[config.mk]
export PLATFORM = sky130hd
export DESIGN_NAME = mc_ctrl_fsm
export DESIGN_NICKNAME = d
export VERILOG_FILES = /design/src/rtl/cpu_defs.sv /design/src/rtl/mc_ctrl_decode.sv /design/src/rtl/mc_ctrl_fsm.sv
export SDC_FILE = /design/constraint.sdc
export NUM_CORES = 1
export LEC_CHECK = 0
export CAP_MARGIN = 10
export CORE_MARGIN = 3
export CORE_UTILIZATION = 25
export DETAILED_ROUTE_END_ITERATION = 8
export MAX_ROUTING_LAYER = met4
export PLACE_DENSITY_LB_ADDON = 0.08
export SYNTH_ARGS = -nofsm -noshare
export SYNTH_HDL_FRONTEND = slang
export SYNTH_SLANG_ARGS = --single-unit
[constraint.sdc]
create_clock -name clk -period 1.9 [get_ports clk]
set_input_delay 0.285 -clock clk [delete_from_list [all_inputs] [get_ports clk]]
set_output_delay 0.285 -clock clk [all_outputs]
set_load 0.03 [all_outputs]
[src/rtl/cpu_defs.sv]
// Shared definitions for the multi-cycle MIPS-subset control path.
//
// Contents:
//   state_t       - sequencer state encodings (S_*)
//   ALUOP_*       - 2-bit codes consumed by the ALU control decoder
//   OP_*          - instruction opcode constants (IR[31:26])
//   PCSRC_*       - pc_source mux select encodings
//   ALUB_*        - alu_src_b mux select encodings
//   ctrl_t        - packed control word produced by mc_ctrl_decode
//   dispatch_state()  - opcode to first execute-phase state
//   retires_on_exit() - states whose exit to S_FETCH completes an instruction
package cpu_defs;

    typedef enum logic [3:0] {
        S_FETCH    = 4'd0,
        S_DECODE   = 4'd1,
        S_MEM_ADDR = 4'd2,
        S_MEM_RD   = 4'd3,
        S_MEM_WB   = 4'd4,
        S_MEM_WR   = 4'd5,
        S_R_EXEC   = 4'd6,
        S_R_WB     = 4'd7,
        S_I_EXEC   = 4'd8,
        S_I_WB     = 4'd9,
        S_BRANCH   = 4'd10,
        S_JUMP     = 4'd11,
        S_ILLEGAL  = 4'd12
    } state_t;

    localparam logic [1:0] ALUOP_LW    = 2'b00;
    localparam logic [1:0] ALUOP_SW    = 2'b00;
    localparam logic [1:0] ALUOP_BEQ   = 2'b01;
    localparam logic [1:0] ALUOP_RTYPE = 2'b10;
    localparam logic [1:0] ALUOP_ITYPE = 2'b11;

    localparam logic [5:0] OP_RTYPE     = 6'b000000;
    localparam logic [5:0] OP_LW        = 6'b100011;
    localparam logic [5:0] OP_SW        = 6'b101011;
    localparam logic [5:0] OP_BEQ       = 6'b000100;
    localparam logic [5:0] OP_J         = 6'b000010;
    localparam logic [2:0] OP_ITYPE_PFX = 3'b001;

    localparam logic [1:0] PCSRC_ALU    = 2'b00;
    localparam logic [1:0] PCSRC_ALUOUT = 2'b01;
    localparam logic [1:0] PCSRC_JUMP   = 2'b10;

    localparam logic [1:0] ALUB_REG     = 2'b00;
    localparam logic [1:0] ALUB_FOUR    = 2'b01;
    localparam logic [1:0] ALUB_IMM     = 2'b10;
    localparam logic [1:0] ALUB_IMM_SH2 = 2'b11;

    typedef struct packed {
        logic       mem_req;
        logic       mem_we;
        logic       i_or_d;
        logic       ir_write;
        logic       pc_write;
        logic       pc_write_cond;
        logic [1:0] pc_source;
        logic       alu_src_a;
        logic [1:0] alu_src_b;
        logic [1:0] alu_op;
        logic       reg_dst;
        logic       mem_to_reg;
        logic       reg_write;
        logic       illegal_op;
    } ctrl_t;

    // First state after S_DECODE for a given opcode.
    function automatic state_t dispatch_state(input logic [5:0] op);
        state_t s;
        if ((op == OP_LW) || (op == OP_SW)) begin
            s = S_MEM_ADDR;
        end else if (op == OP_RTYPE) begin
            s = S_R_EXEC;
        end else if (op == OP_BEQ) begin
            s = S_BRANCH;
        end else if (op == OP_J) begin
            s = S_JUMP;
        end else if (op[5:3] == OP_ITYPE_PFX) begin
            s = S_I_EXEC;
        end else begin
            s = S_ILLEGAL;
        end
        return s;
    endfunction

    // S_ILLEGAL also returns to S_FETCH but does not retire anything.
    function automatic logic retires_on_exit(input state_t s);
        logic r;
        case (s)
            S_MEM_WB, S_MEM_WR, S_R_WB, S_I_WB, S_BRANCH, S_JUMP: r = 1'b1;
            default:                                              r = 1'b0;
        endcase
        return r;
    endfunction

endpackage

[src/rtl/mc_ctrl_decode.sv]
// Combinational state-to-control-word decode for the multi-cycle sequencer.
//
// Ports:
//   state     in  current sequencer state
//   mem_ready in  memory completes the current access this cycle
//   ctrl      out control word (mux selects, enables, alu_op)
//
// Everything is Moore-decoded from state, except ir_write/pc_write in
// S_FETCH which only fire in the cycle the instruction word arrives.
// Unused encodings fall through to an all-zero word.
module mc_ctrl_decode
    import cpu_defs::*;
(
    input  state_t state,
    input  logic   mem_ready,
    output ctrl_t  ctrl
);

    always_comb begin
        ctrl = '0;
        case (state)
            S_FETCH: begin
                ctrl.mem_req   = 1'b1;
                ctrl.i_or_d    = 1'b0;
                ctrl.alu_src_a = 1'b0;
                ctrl.alu_src_b = ALUB_FOUR;
                ctrl.alu_op    = ALUOP_LW;
                ctrl.pc_source = PCSRC_ALU;
                ctrl.ir_write  = mem_ready;
                ctrl.pc_write  = mem_ready;
            end
            S_DECODE: begin
                // Precompute the branch target into ALUOut.
                ctrl.alu_src_a = 1'b0;
                ctrl.alu_src_b = ALUB_IMM_SH2;
                ctrl.alu_op    = ALUOP_LW;
            end
            S_MEM_ADDR: begin
                ctrl.alu_src_a = 1'b1;
                ctrl.alu_src_b = ALUB_IMM;
                ctrl.alu_op    = ALUOP_SW;
            end
            S_MEM_RD: begin
                ctrl.mem_req = 1'b1;
                ctrl.mem_we  = 1'b0;
                ctrl.i_or_d  = 1'b1;
            end
            S_MEM_WB: begin
                ctrl.reg_write  = 1'b1;
                ctrl.mem_to_reg = 1'b1;
                ctrl.reg_dst    = 1'b0;
            end
            S_MEM_WR: begin
                ctrl.mem_req = 1'b1;
                ctrl.mem_we  = 1'b1;
                ctrl.i_or_d  = 1'b1;
            end
            S_R_EXEC: begin
                ctrl.alu_src_a = 1'b1;
                ctrl.alu_src_b = ALUB_REG;
                ctrl.alu_op    = ALUOP_RTYPE;
            end
            S_R_WB: begin
                ctrl.reg_write  = 1'b1;
                ctrl.reg_dst    = 1'b1;
                ctrl.mem_to_reg = 1'b0;
            end
            S_I_EXEC: begin
                ctrl.alu_src_a = 1'b1;
                ctrl.alu_src_b = ALUB_IMM;
                ctrl.alu_op    = ALUOP_ITYPE;
            end
            S_I_WB: begin
                ctrl.reg_write  = 1'b1;
                ctrl.reg_dst    = 1'b0;
                ctrl.mem_to_reg = 1'b0;
            end
            S_BRANCH: begin
                ctrl.alu_src_a     = 1'b1;
                ctrl.alu_src_b     = ALUB_REG;
                ctrl.alu_op        = ALUOP_BEQ;
                ctrl.pc_write_cond = 1'b1;
                ctrl.pc_source     = PCSRC_ALUOUT;
            end
            S_JUMP: begin
                ctrl.pc_write  = 1'b1;
                ctrl.pc_source = PCSRC_JUMP;
            end
            S_ILLEGAL: begin
                ctrl.illegal_op = 1'b1;
            end
            default: begin
                ctrl = '0;
            end
        endcase
    end

endmodule

[src/rtl/mc_ctrl_fsm.sv]
// Multi-cycle main control sequencer for the MIPS-subset datapath.
// Holds the state register, next-state logic and optional perf counters;
// the per-state control word comes from mc_ctrl_decode.
//
// Parameters:
//   STATE_W   - width of the state_o debug port
//   RST_STATE - state entered while rst_n is low
//
// Ports:
//   clk, rst_n       clock, asynchronous active-low reset
//   opcode[5:0]      IR[31:26], valid from S_DECODE onward
//   mem_ready        memory completes the current access this cycle
//   mem_req, mem_we, i_or_d               memory interface controls
//   ir_write, pc_write, pc_write_cond     register enables
//   pc_source[1:0], alu_src_a, alu_src_b[1:0], alu_op[1:0]   ALU/PC muxes
//   reg_dst, mem_to_reg, reg_write        register file controls
//   illegal_op       one-cycle pulse on an undefined opcode
//   state_o          current state (debug)
//
// Optional build macro MC_CTRL_PERF_EN adds:
//   instr_retired[31:0]  retired instruction count (illegal ops excluded)
//   stall_cycles[31:0]   cycles with mem_req=1 and mem_ready=0
module mc_ctrl_fsm
    import cpu_defs::*;
#(
    parameter state_t RST_STATE = S_FETCH,
    parameter int     STATE_W   = 4
) (
    input  logic               clk,
    input  logic               rst_n,
    input  logic [5:0]         opcode,
    input  logic               mem_ready,
    output logic               mem_req,
    output logic               mem_we,
    output logic               i_or_d,
    output logic               ir_write,
    output logic               pc_write,
    output logic               pc_write_cond,
    output logic [1:0]         pc_source,
    output logic               alu_src_a,
    output logic [1:0]         alu_src_b,
    output logic [1:0]         alu_op,
    output logic               reg_dst,
    output logic               mem_to_reg,
    output logic               reg_write,
    output logic               illegal_op,
    output logic [STATE_W-1:0] state_o
`ifdef MC_CTRL_PERF_EN
    ,
    output logic [31:0]        instr_retired,
    output logic [31:0]        stall_cycles
`endif
);

    state_t state_reg;
    state_t state_next;
    ctrl_t  ctrl;

    always_ff @(posedge clk or negedge rst_n) begin
        if (!rst_n) begin
            state_reg <= RST_STATE;
        end else begin
            state_reg <= state_next;
        end
    end

    always_comb begin
        state_next = S_FETCH;
        case (state_reg)
            S_FETCH:    state_next = mem_ready ? S_DECODE : S_FETCH;
            S_DECODE:   state_next = dispatch_state(opcode);
            S_MEM_ADDR: state_next = (opcode == OP_SW) ? S_MEM_WR : S_MEM_RD;
            S_MEM_RD:   state_next = mem_ready ? S_MEM_WB : S_MEM_RD;
            S_MEM_WR:   state_next = mem_ready ? S_FETCH : S_MEM_WR;
            S_I_EXEC:   state_next = S_I_WB;
            S_R_EXEC:   state_next = S_R_WB;
            // Writeback, branch, jump, illegal and any stray encoding
            // all return to fetch.
            default:    state_next = S_FETCH;
        endcase
    end

    mc_ctrl_decode u_decode (
        .state     (state_reg),
        .mem_ready (mem_ready),
        .ctrl      (ctrl)
    );

    assign mem_req       = ctrl.mem_req;
    assign mem_we        = ctrl.mem_we;
    assign i_or_d        = ctrl.i_or_d;
    assign ir_write      = ctrl.ir_write;
    assign pc_write      = ctrl.pc_write;
    assign pc_write_cond = ctrl.pc_write_cond;
    assign pc_source     = ctrl.pc_source;
    assign alu_src_a     = ctrl.alu_src_a;
    assign alu_src_b     = ctrl.alu_src_b;
    assign alu_op        = ctrl.alu_op;
    assign reg_dst       = ctrl.reg_dst;
    assign mem_to_reg    = ctrl.mem_to_reg;
    assign reg_write     = ctrl.reg_write;
    assign illegal_op    = ctrl.illegal_op;
    assign state_o       = STATE_W'(state_reg);

`ifdef MC_CTRL_PERF_EN
    logic [31:0] instr_retired_reg;
    logic [31:0] stall_cycles_reg;

    always_ff @(posedge clk or negedge rst_n) begin
        if (!rst_n) begin
            instr_retired_reg <= '0;
            stall_cycles_reg  <= '0;
        end else begin
            // S_MEM_WR only leaves on mem_ready, hence the next-state test.
            if (retires_on_exit(state_reg) && (state_next == S_FETCH)) begin
                instr_retired_reg <= instr_retired_reg + 32'd1;
            end
            if (ctrl.mem_req && !mem_ready) begin
                stall_cycles_reg <= stall_cycles_reg + 32'd1;
            end
        end
    end

    assign instr_retired = instr_retired_reg;
    assign stall_cycles  = stall_cycles_reg;
`endif

endmodule

==> flow_summary.ini, run 1 <==
[cts]
numCtsBuffers = 3
cts-htree-levels = 1
worst_setup_hold_path_clk_slew_ns = 0.04
cts.sinks = 4
tritoncts = built
worstSkewPairLatency_ns = 0.24
cts_root_buffer = sky130_fd_sc_hd__clkbuf_4
cts_max_path_buffers = 2

[pwr]
power.leakage_uw = 0.000392
max-vdd-ir-drop_uv = 688
powerDensity_mw_per_mm2 = 1580

[setup_path]
path_max_fanout = 14
worstPathArrival_ns = 1.51
critical_path.cell_chain = buf_4 -> nor2_2 -> nand2_1 -> mux2_2 -> nor2_2 -> buf_4
cpMaxStageDelayCell = sky130_fd_sc_hd__dfrtp_1
startpoint_type = flop
worst_path_largest_cell_delay_ns = 0.36
critPathKind = reg2out
critPathRequiredTime_ns = 1.62
worst_path_dominant_cell_family = flip-flops
worstSetupEndpointType = primary output
total_buffers_and_inverters_traversed_by_the_critical_path = 2

[floorplan]
fp.dieH_um = 52.7
design.portCount = 30
rows = 16
die_x_um = 52.7
initial_utilization = 0.272
floorplan.core_area_mm2 = 0.00200
floorplan.die_area_mm2 = 0.00277

[synth]
netlist_area_um2 = 544
synthCells = 80
postSynth.topFlopCell = sky130_fd_sc_hd__dfrtp_1
synth_enable_flop_cells = 0
synth_commonest_cells = 15 x sky130_fd_sc_hd__nor2_1, 8 x sky130_fd_sc_hd__nor3_1, 6 x sky130_fd_sc_hd__a21oi_1, 6 x sky130_fd_sc_hd__nand2_1, 6 x sky130_fd_sc_hd__nand2b_1
yosys.cell_types.count = 33
avgSynthCellArea_um2 = 6.80
yosys_register_bits = 4
yosys.area.top_type = sky130_fd_sc_hd__dfrtp_1
synthesis.yosys.warnings = 0
synth_largest_type_area_fraction = 0.184
yosysSeqAreaShare = 0.184
post_synth_main_area_contributors = sky130_fd_sc_hd__dfrtp_1 18%, sky130_fd_sc_hd__nor2_1 10%, sky130_fd_sc_hd__nor3_1 7.4%, sky130_fd_sc_hd__nand2b_1 6.9%, sky130_fd_sc_hd__a21oi_1 5.5%
synthesis.nets = 89
yosysMostFrequentCell = sky130_fd_sc_hd__nor2_1
ys_async_sr_fraction = 1.00

[place]
io_buffers = 29
post_detail_place_hpwl_um = 1280
dp_slack_ns = 0.202
gp_congestion = 0.748
placement.cell_area_um2 = 847

[finish]
n_antenna_cell = 0
stdcell_area_um2 = 920
finish.utilization = 0.459
largest_register_ffs = 4
layout-area-overhead-vs-synth_pct = 69.0
fin_nets = 128
final_layout_size_suffix_gt1_frac = 0.359

[sta]
finClkSkew_ns = 0.00404
final_min_period_over_clock_period = 0.943
timing.final.crit_period_ns = 1.79
hold_slack_ns = 0.242
timing.max_slew.rel_slack = 0.782
postLayoutSetupSlackWorst_ns = 0.109
finalSetupViolCount = 0
final_hold_viol_count = 0
rsz0062_at_grt = false
clock.fmax_mhz = 558
drv_slew = 0
worst_margin_pin_slew_ns = 0.324

[route]
route.detailed.wl_per_inst_um = 11.5
num_vias = 689
final_antenna_net_count = 0
detail_route.vias_per_cell = 4.78
detail_route.wirelength_um = 1660
detailedRoute.firstPassIterationCount = 4
starting_drc_count_in_detailed_routing = 9
drcViolationCount = 0

[run]
number_of_max_capacitance_violations_reported = 0

[status]
outcome = finished clean

[global_route]
number_of_global_route_vias_before_repair = 598
gr-total-overflow = 0
grt_max_degree = 16
antenna_violations_before_repair = 0
first_pass_grt_wire_length_um = 2660
grt.total_usage = 0.135

[min_path]
hold_path_class = in2async
-- path summary, 6_finish.rpt --
path                                       from                    to  slack [ns]  cells after the start
setup / recovery           state_o[1]$_DFF_PN0_              pc_write        0.11                      6
hold / removal                            rst_n  state_o[1]$_DFF_PN0_        0.24                      1
setup reg to reg           state_o[3]$_DFF_PN0_  state_o[2]$_DFF_PN0_        0.31                      5
hold reg to reg            state_o[3]$_DFF_PN0_  state_o[2]$_DFF_PN0_        0.67                      2
max in group asynchronous                 rst_n  state_o[0]$_DFF_PN0_        1.48                      1
min in group clk           state_o[3]$_DFF_PN0_  state_o[2]$_DFF_PN0_        0.67                      2
-- power by group --
part           leakage, µW  internal (µW)  switching, µW  total, µW
Sequential       0.0000509            119           47.0        166
Combinational     0.000328            502            680       1180
Clock            0.0000138           70.7           35.9        107
Total             0.000392            691            763       1450
-- stage by stage --
step                instances  total power [µW]  TNS, ns
finish                    144              1450        0
global route              144              1580        0
CTS                       139              1380        0
detailed placement        136              1270        0
global placement          136              1270        0
floorplan                  80               896  -0.0732
-- logic make-up (layout without fill, tap and decap cells) --
group | Yosys count | count (layout) | synth area share
buffers and inverters | 9 | 46 | 0.0943
and+or+nand+nor | 45 | 45 | 0.421
muxes | 3 | 3 | 0.0598
xor gates and xnor gates | 2 | 2 | 0.0322
DFF | 4 | 4 | 0.184
AOI/OAI and AO/OA | 17 | 17 | 0.209
-- layer usage --
metal,vias to the layer above,GRT usage,part of all wire
li1,356,-,-
met1,304,0.142,0.44
met2,24,0.227,0.48
met3,5,0.0171,0.046
met4,0,0.102,0.029
met5,-,-,0
-- timing repair --
action	4_1_cts	5_1_grt
buffers inserted	0	5
setup endpoints to repair	1	4
gates resized for setup	1	5
pin swaps	0	0
hold buffers	0	0
-- final cells by class --
class	instances	area [µm²]
inverter	2	7.51
clock buffer	3	22.5
tap	27	33.8
multi-input combinational	67	415
sequential	4	101
timing repair buffer	41	339
fill	223	1080
-- cells in the final DEF (no fill, tap or decap), types with 2 or more instances in the layout --
| cell type | synthesis | final |
|---|---|---|
| sky130_fd_sc_hd__nand2b_1 | 6 | 4 |
| sky130_fd_sc_hd__nand2_1 | 6 | 6 |
| sky130_fd_sc_hd__dfrtp_1 | 4 | 3 |
| sky130_fd_sc_hd__o21ai_0 | 3 | 3 |
| sky130_fd_sc_hd__nor2_1 | 15 | 12 |
| sky130_fd_sc_hd__clkdlybuf4s50_1 | 0 | 12 |
| sky130_fd_sc_hd__nand3_1 | 2 | 2 |
| sky130_fd_sc_hd__buf_4 | 2 | 28 |
| sky130_fd_sc_hd__inv_1 | 2 | 2 |
| sky130_fd_sc_hd__nor2_2 | 0 | 3 |
| sky130_fd_sc_hd__a21oi_1 | 6 | 6 |
| sky130_fd_sc_hd__clkbuf_4 | 0 | 3 |
| sky130_fd_sc_hd__mux2_2 | 2 | 2 |
| sky130_fd_sc_hd__nor3_1 | 8 | 7 |
(Power assumes the default switching activity.)
==> run 2, diff against run 1 <==
Settings changed: CTS_CLUSTER_DIAMETER set to 200, GPL_TIMING_DRIVEN set to 0.
==> run 2 against run 1 <==
  * Die area did not move
  * Combinational power down 4%
  * Sequential power fell by 14%
  * First-iteration DRC count increased by 78%
  * Hold slack better by 0.0073 ns
  * Via count up 0.58%
  * Routed wire length decreased by 0.84%
  * Register-to-register slack about the same
  * Final cell count decreased by 2.8%
  * Largest cell class unchanged
==> flow_summary.ini, run 2 (synthesis results as in run 1) <==
[setup_path]
r2r-end = state_o[2]$_DFF_PN0_
timing.reg2reg.setup_slack_ns = 0.30
worstPathArrival_ns = 1.51
worst_path_largest_cell_delay_ns = 0.43
rr_startpoint = state_o[3]$_DFF_PN0_
startpoint_type = flop
cpMostUsedCell = sky130_fd_sc_hd__buf_6
critical_path.cell_chain = buf_6 -> nor2_4 -> nand2_1 -> mux2_2 -> nor2_2 -> buf_6
worstSetupEndpointType = primary output
critPathRequiredTime_ns = 1.62
path_max_fanout = 10
critPathKind = reg2out
ff2ff_path_depth = 5
worst_path_dominant_cell_family = flip-flops
cpMaxStageDelayCell = sky130_fd_sc_hd__dfrtp_2
total_buffers_and_inverters_traversed_by_the_critical_path = 2

[floorplan]
rows = 16
floorplan.die_area_mm2 = 0.00277
initial_utilization = 0.272
floorplan.core_area_mm2 = 0.00200
die_x_um = 52.7
design.portCount = 30
fp.dieH_um = 52.7

[place]
post_detail_place_hpwl_um = 1300
io_buffers = 29
gp_congestion = 0.771

[cts]
cts_max_path_buffers = 2
numCtsBuffers = 3
tritoncts = built
hold_buffers = 0
cts.sinks = 4
worst_setup_hold_path_clk_slew_ns = 0.04
cts_root_buffer = sky130_fd_sc_hd__clkbuf_4
cts-htree-levels = 1
worstSkewPairLatency_ns = 0.24

[finish]
fin_nets = 124
largest_register_ffs = 4
n_antenna_cell = 0
layout.cells.most_common_list = 12 x sky130_fd_sc_hd__clkdlybuf4s50_1, 11 x sky130_fd_sc_hd__nor2_1, 7 x sky130_fd_sc_hd__nor3_1, 7 x sky130_fd_sc_hd__buf_2
final_common_cell = sky130_fd_sc_hd__clkdlybuf4s50_1
final_layout_size_suffix_gt1_frac = 0.327
layout-area-overhead-vs-synth_pct = 63.9
n_fill_cell = 220

[route]
detail_route.vias_per_cell = 4.95
route.detailed.wl_per_inst_um = 11.8
drcViolationCount = 0
detailedRoute.firstPassIterationCount = 6
final_antenna_net_count = 0
num_vias = 693
starting_drc_count_in_detailed_routing = 16
detail_route.wirelength_um = 1650

[sta]
final_min_period_over_clock_period = 0.943
finClkSkew_ns = 0.00283
hold_slack_ns = 0.250
clock.fmax_mhz = 558
timing.max_slew.rel_slack = 0.736
drv_slew = 0
rsz0062_at_grt = false
finalSetupViolCount = 0
worst_margin_pin_slew_ns = 0.386
timing.final.crit_period_ns = 1.79
final_hold_viol_count = 0

[pwr]
power.leakage_uw = 0.000372
max-vdd-ir-drop_uv = 627
powerDensity_mw_per_mm2 = 1550
power_total_uw = 1380

[global_route]
first_pass_grt_wire_length_um = 2730
grt_max_degree = 11
gr-total-overflow = 0
number_of_global_route_vias_before_repair = 636
grt.total_usage = 0.135
antenna_violations_before_repair = 0

[min_path]
hold_path_class = in2async

[run]
number_of_max_capacitance_violations_reported = 0

[status]
outcome = finished clean
run 2: cell types whose count changed in the layout (fill, tap and decap cells not counted), sizes merged:
| cell | previous run | this run |
|---|---|---|
| dlygate4sd2 | 1 | 0 |
| clkbuf | 3 | 10 |
| clkdlybuf4s15 | 0 | 4 |
| buf | 28 | 14 |
run 2: per-stage QoR:
step | cell area, µm² | setup WS (ns) | instances | TNS [ns] | utilization
finish | 892 | 0.109 | 140 | 0 | 0.446
global route | 892 | 0.00131 | 140 | 0 | 0.446
CTS | 905 | -0.00845 | 139 | -0.00845 | 0.452
detailed placement | 878 | -0.343 | 136 | -2.55 | 0.439
global placement | 878 | -0.349 | 136 | -2.47 | 0.439
floorplan | 554 | -0.0440 | 80 | -0.0732 | -
run 2: how the worst max path moves through the flow:
stage / start / to / slack [ns] / depth (start not counted)
after detailed placement: state_o[1]$_DFF_PN0_ / pc_write / -0.34 / 6
after global routing: state_o[2]$_DFF_PN0_ / pc_source[1] / 0.001 / 4
final: state_o[1]$_DFF_PN0_ / pc_write / 0.11 / 6
after CTS: state_o[0]$_DFF_PN0_ / pc_write_cond / -0.008 / 4
after global placement: state_o[1]$_DFF_PN0_ / pc_write / -0.35 / 6
after floorplan: state_o[1]$_DFF_PN0_ / ir_write / -0.04 / 4
run 2: worst reg2reg max path, delay by kind of cell (launching register included):
kind | cells | cell delay (ns)
AOI/OAI and AO/OA | 2 | 0.33
buffers and inverters | 1 | 0.14
DFF | 1 | 0.38
muxes | 1 | 0.11
and+or+nand+nor | 1 | 0.55
run 2: final cells by class:
type,instances,area [µm²],share of cell area
Tap cell,27,33.8,0.0379
Multi-Input combinational cell,67,423,0.474
Inverter,2,7.51,0.00842
Timing Repair Buffer,30,243,0.272
Sequential cell,4,101,0.114
Clock buffer,3,22.5,0.0252
Buffer,7,61.3,0.0687
run 2: report_power, final:
group | internal [µW] | switching [µW] | total [µW]
registers | 117 | 26.1 | 143
logic | 435 | 697 | 1130
clock network | 70.7 | 35.4 | 106
total | 623 | 759 | 1380
run 2: repair_timing:
action / in CTS / in global routing
setup endpoints to repair: 17 / 16
resized for setup: 52 / 36
pin swaps: 0 / 1
buffers inserted: 0 / 1
run 2: metal layers:
metal,global-route usage,wire [µm],up-vias
met4,0.0383,0,0
met3,0.0342,113,0
met2,0.238,839,28
li1,-,-,352
met5,-,0,-
met1,0.148,696,313
==> run 3, diff against run 2 <==
Settings changed: SETUP_SLACK_MARGIN set to 0.5.
==> run 3 against run 2 <==
  * Hold slack worse by 0.0089 ns
  * Die area is the same
  * Design area rose by 75%
  * Combinational power up 96%
  * Via count grew 23%
  * Critical path depth is 1 lower
  * Routed wire length rose by 51%
  * Core utilization grew 33 points
  * Critical endpoint unchanged
  * Clock power rose by 8%
  * Count of clock-buffer cells in the layout did not move
  * Worst setup slack got worse by 0.025 ns
  * Register-to-register slack lost 0.12 ns
==> flow_summary.ini, run 3 (synthesis results as in run 1) <==
[status]
outcome = finished clean

[route]
route.detailed.wl_per_inst_um = 14.8
drcViolationCount = 0
detail_route.wirelength_um = 2490
num_vias = 849
detailedRoute.firstPassIterationCount = 4
starting_drc_count_in_detailed_routing = 21
detail_route.vias_per_cell = 5.05
final_antenna_net_count = 0

[setup_path]
cpMaxStageDelayCell = sky130_fd_sc_hd__dfrtp_2
worstSetupEndpointType = primary output
critical_path.cell_chain = buf_12 -> nand2_1 -> mux2_4 -> nor2_4 -> buf_6
critPathKind = reg2out
worstPathArrival_ns = 1.53
startpoint_type = flop
ff2ff_path_depth = 5
critPathRequiredTime_ns = 1.62
worst_path_largest_cell_delay_ns = 0.40
path_max_fanout = 8
timing.reg2reg.setup_slack_ns = 0.18

[floorplan]
floorplan.core_area_mm2 = 0.00200
rows = 16
initial_utilization = 0.272
design.portCount = 30
floorplan.die_area_mm2 = 0.00277
die_x_um = 52.7
fp.dieH_um = 52.7

[finish]
final_common_cell = sky130_fd_sc_hd__buf_4
final_layout_size_suffix_gt1_frac = 0.730
finish.utilization = 0.779
fin_nets = 152
layout-area-overhead-vs-synth_pct = 186
stdcell_area_mm2 = 0.00156
n_antenna_cell = 0
layout.cells.most_common_list = 22 x sky130_fd_sc_hd__buf_4, 21 x sky130_fd_sc_hd__buf_6, 10 x sky130_fd_sc_hd__nor2_4, 8 x sky130_fd_sc_hd__clkdlybuf4s50_1, 5 x sky130_fd_sc_hd__buf_12
largest_register_ffs = 4

[sta]
final_hold_viol_count = 0
finalSetupViolCount = 0
rsz0062_at_grt = true
clock.fmax_mhz = 551
finClkSkew_ns = 0.00537
setup-tns-final_ns = 0
timing.max_slew.rel_slack = 0.771
drv_slew = 0
postLayoutSetupSlackWorst_ns = 0.0836
hold_slack_ns = 0.241
final_min_period_over_clock_period = 0.956
timing.final.crit_period_ns = 1.82
worst_margin_pin_slew_ns = 0.340

[pwr]
max-vdd-ir-drop_uv = 986
power.leakage_uw = 0.000629
powerDensity_mw_per_mm2 = 1600

[global_route]
grt_max_degree = 9
grt.total_usage = 0.184
number_of_global_route_vias_before_repair = 773
gr-total-overflow = 0
first_pass_grt_wire_length_um = 3630
antenna_violations_before_repair = 0

[place]
post_detail_place_hpwl_um = 1320
dp_slack_ns = -0.359
io_buffers = 29
placement.cell_area_mm2 = 0.00107
gp_congestion = 0.766

[cts]
hold_buffers = 0
tritoncts = built
worst_setup_hold_path_clk_slew_ns = 0.04
cts_max_path_buffers = 2
cts.sinks = 4
cts-htree-levels = 1
cts_root_buffer = sky130_fd_sc_hd__clkbuf_4
worstSkewPairLatency_ns = 0.25
numCtsBuffers = 3

[run]
number_of_max_capacitance_violations_reported = 0

[min_path]
hold_path_class = in2async
-- run 3: cell types whose count changed in the layout (fill, tap and decap cells not counted), moves of 7 or more --
| cell | before | now |
|---|---|---|
| sky130_fd_sc_hd__buf_2 | 7 | 0 |
| sky130_fd_sc_hd__nor2_1 | 11 | 4 |
| sky130_fd_sc_hd__nor2_4 | 1 | 10 |
| sky130_fd_sc_hd__buf_6 | 4 | 21 |
| sky130_fd_sc_hd__buf_4 | 3 | 22 |
-- run 3: cell type report --
cell class	instances	area [µm²]
Fill cell	126	443
Sequential cell	4	105
Clock buffer	3	22.5
Inverter	2	11.3
Tap cell	27	33.8
Multi-Input combinational cell	67	652
Buffer	7	131
Timing Repair Buffer	58	603
-- run 3: per-layer routing --
| layer | wire length [µm] | vias up | track usage | share of wire |
|---|---|---|---|---|
| met2 | 1250 | 46 | 0.267 | 0.50 |
| met3 | 123 | 4 | 0.0285 | 0.049 |
| met4 | 31 | 0 | 0.0766 | 0.012 |
| met5 | 0 | - | - | 0 |
| met1 | 1080 | 391 | 0.252 | 0.43 |
| li1 | - | 408 | - | - |
-- run 3: path summary, 6_finish.rpt --
kind                                            from              endpoint
worst max-delay path            state_o[1]$_DFF_PN0_              pc_write
worst min-delay path                           rst_n  state_o[2]$_DFF_PN0_
max in group asynchronous                      rst_n  state_o[0]$_DFF_PN0_
worst min register to register  state_o[1]$_DFF_PN0_  state_o[2]$_DFF_PN0_
worst max register to register  state_o[2]$_DFF_PN0_  state_o[0]$_DFF_PN0_
min in group clk                state_o[1]$_DFF_PN0_  state_o[2]$_DFF_PN0_
-- run 3: through the flow --
stage	instances	total power (µW)
finish	168	2490
global route	168	2600
CTS	162	2250
detailed placement	136	1630
global placement	136	1620
floorplan	80	1210
-- run 3: timing repair --
item | 4_1_cts | 5_1_grt
endpoints found under the setup margin | 25 | 21
resized for setup | 146 | 15
endpoints found under the hold margin | 0 | 0
buffers inserted | 22 | 6
pin swaps | 13 | 11
gates cloned | 1 | 0
-- run 3: critical path: cells and delay by family (launching register included) --
kind / cells / cell delay [ns]
flip-flops: 1 / 0.40
multiplexers: 1 / 0.33
AND/OR/NAND/NOR: 2 / 0.27
buffers and inverters: 2 / 0.28
-- run 3: report_power, final --
| group | total [µW] | internal [µW] | switching, µW |
|---|---|---|---|
| clock | 114 | 71.2 | 42.7 |
| sequential | 157 | 122 | 34.8 |
| combinational | 2220 | 1150 | 1070 |
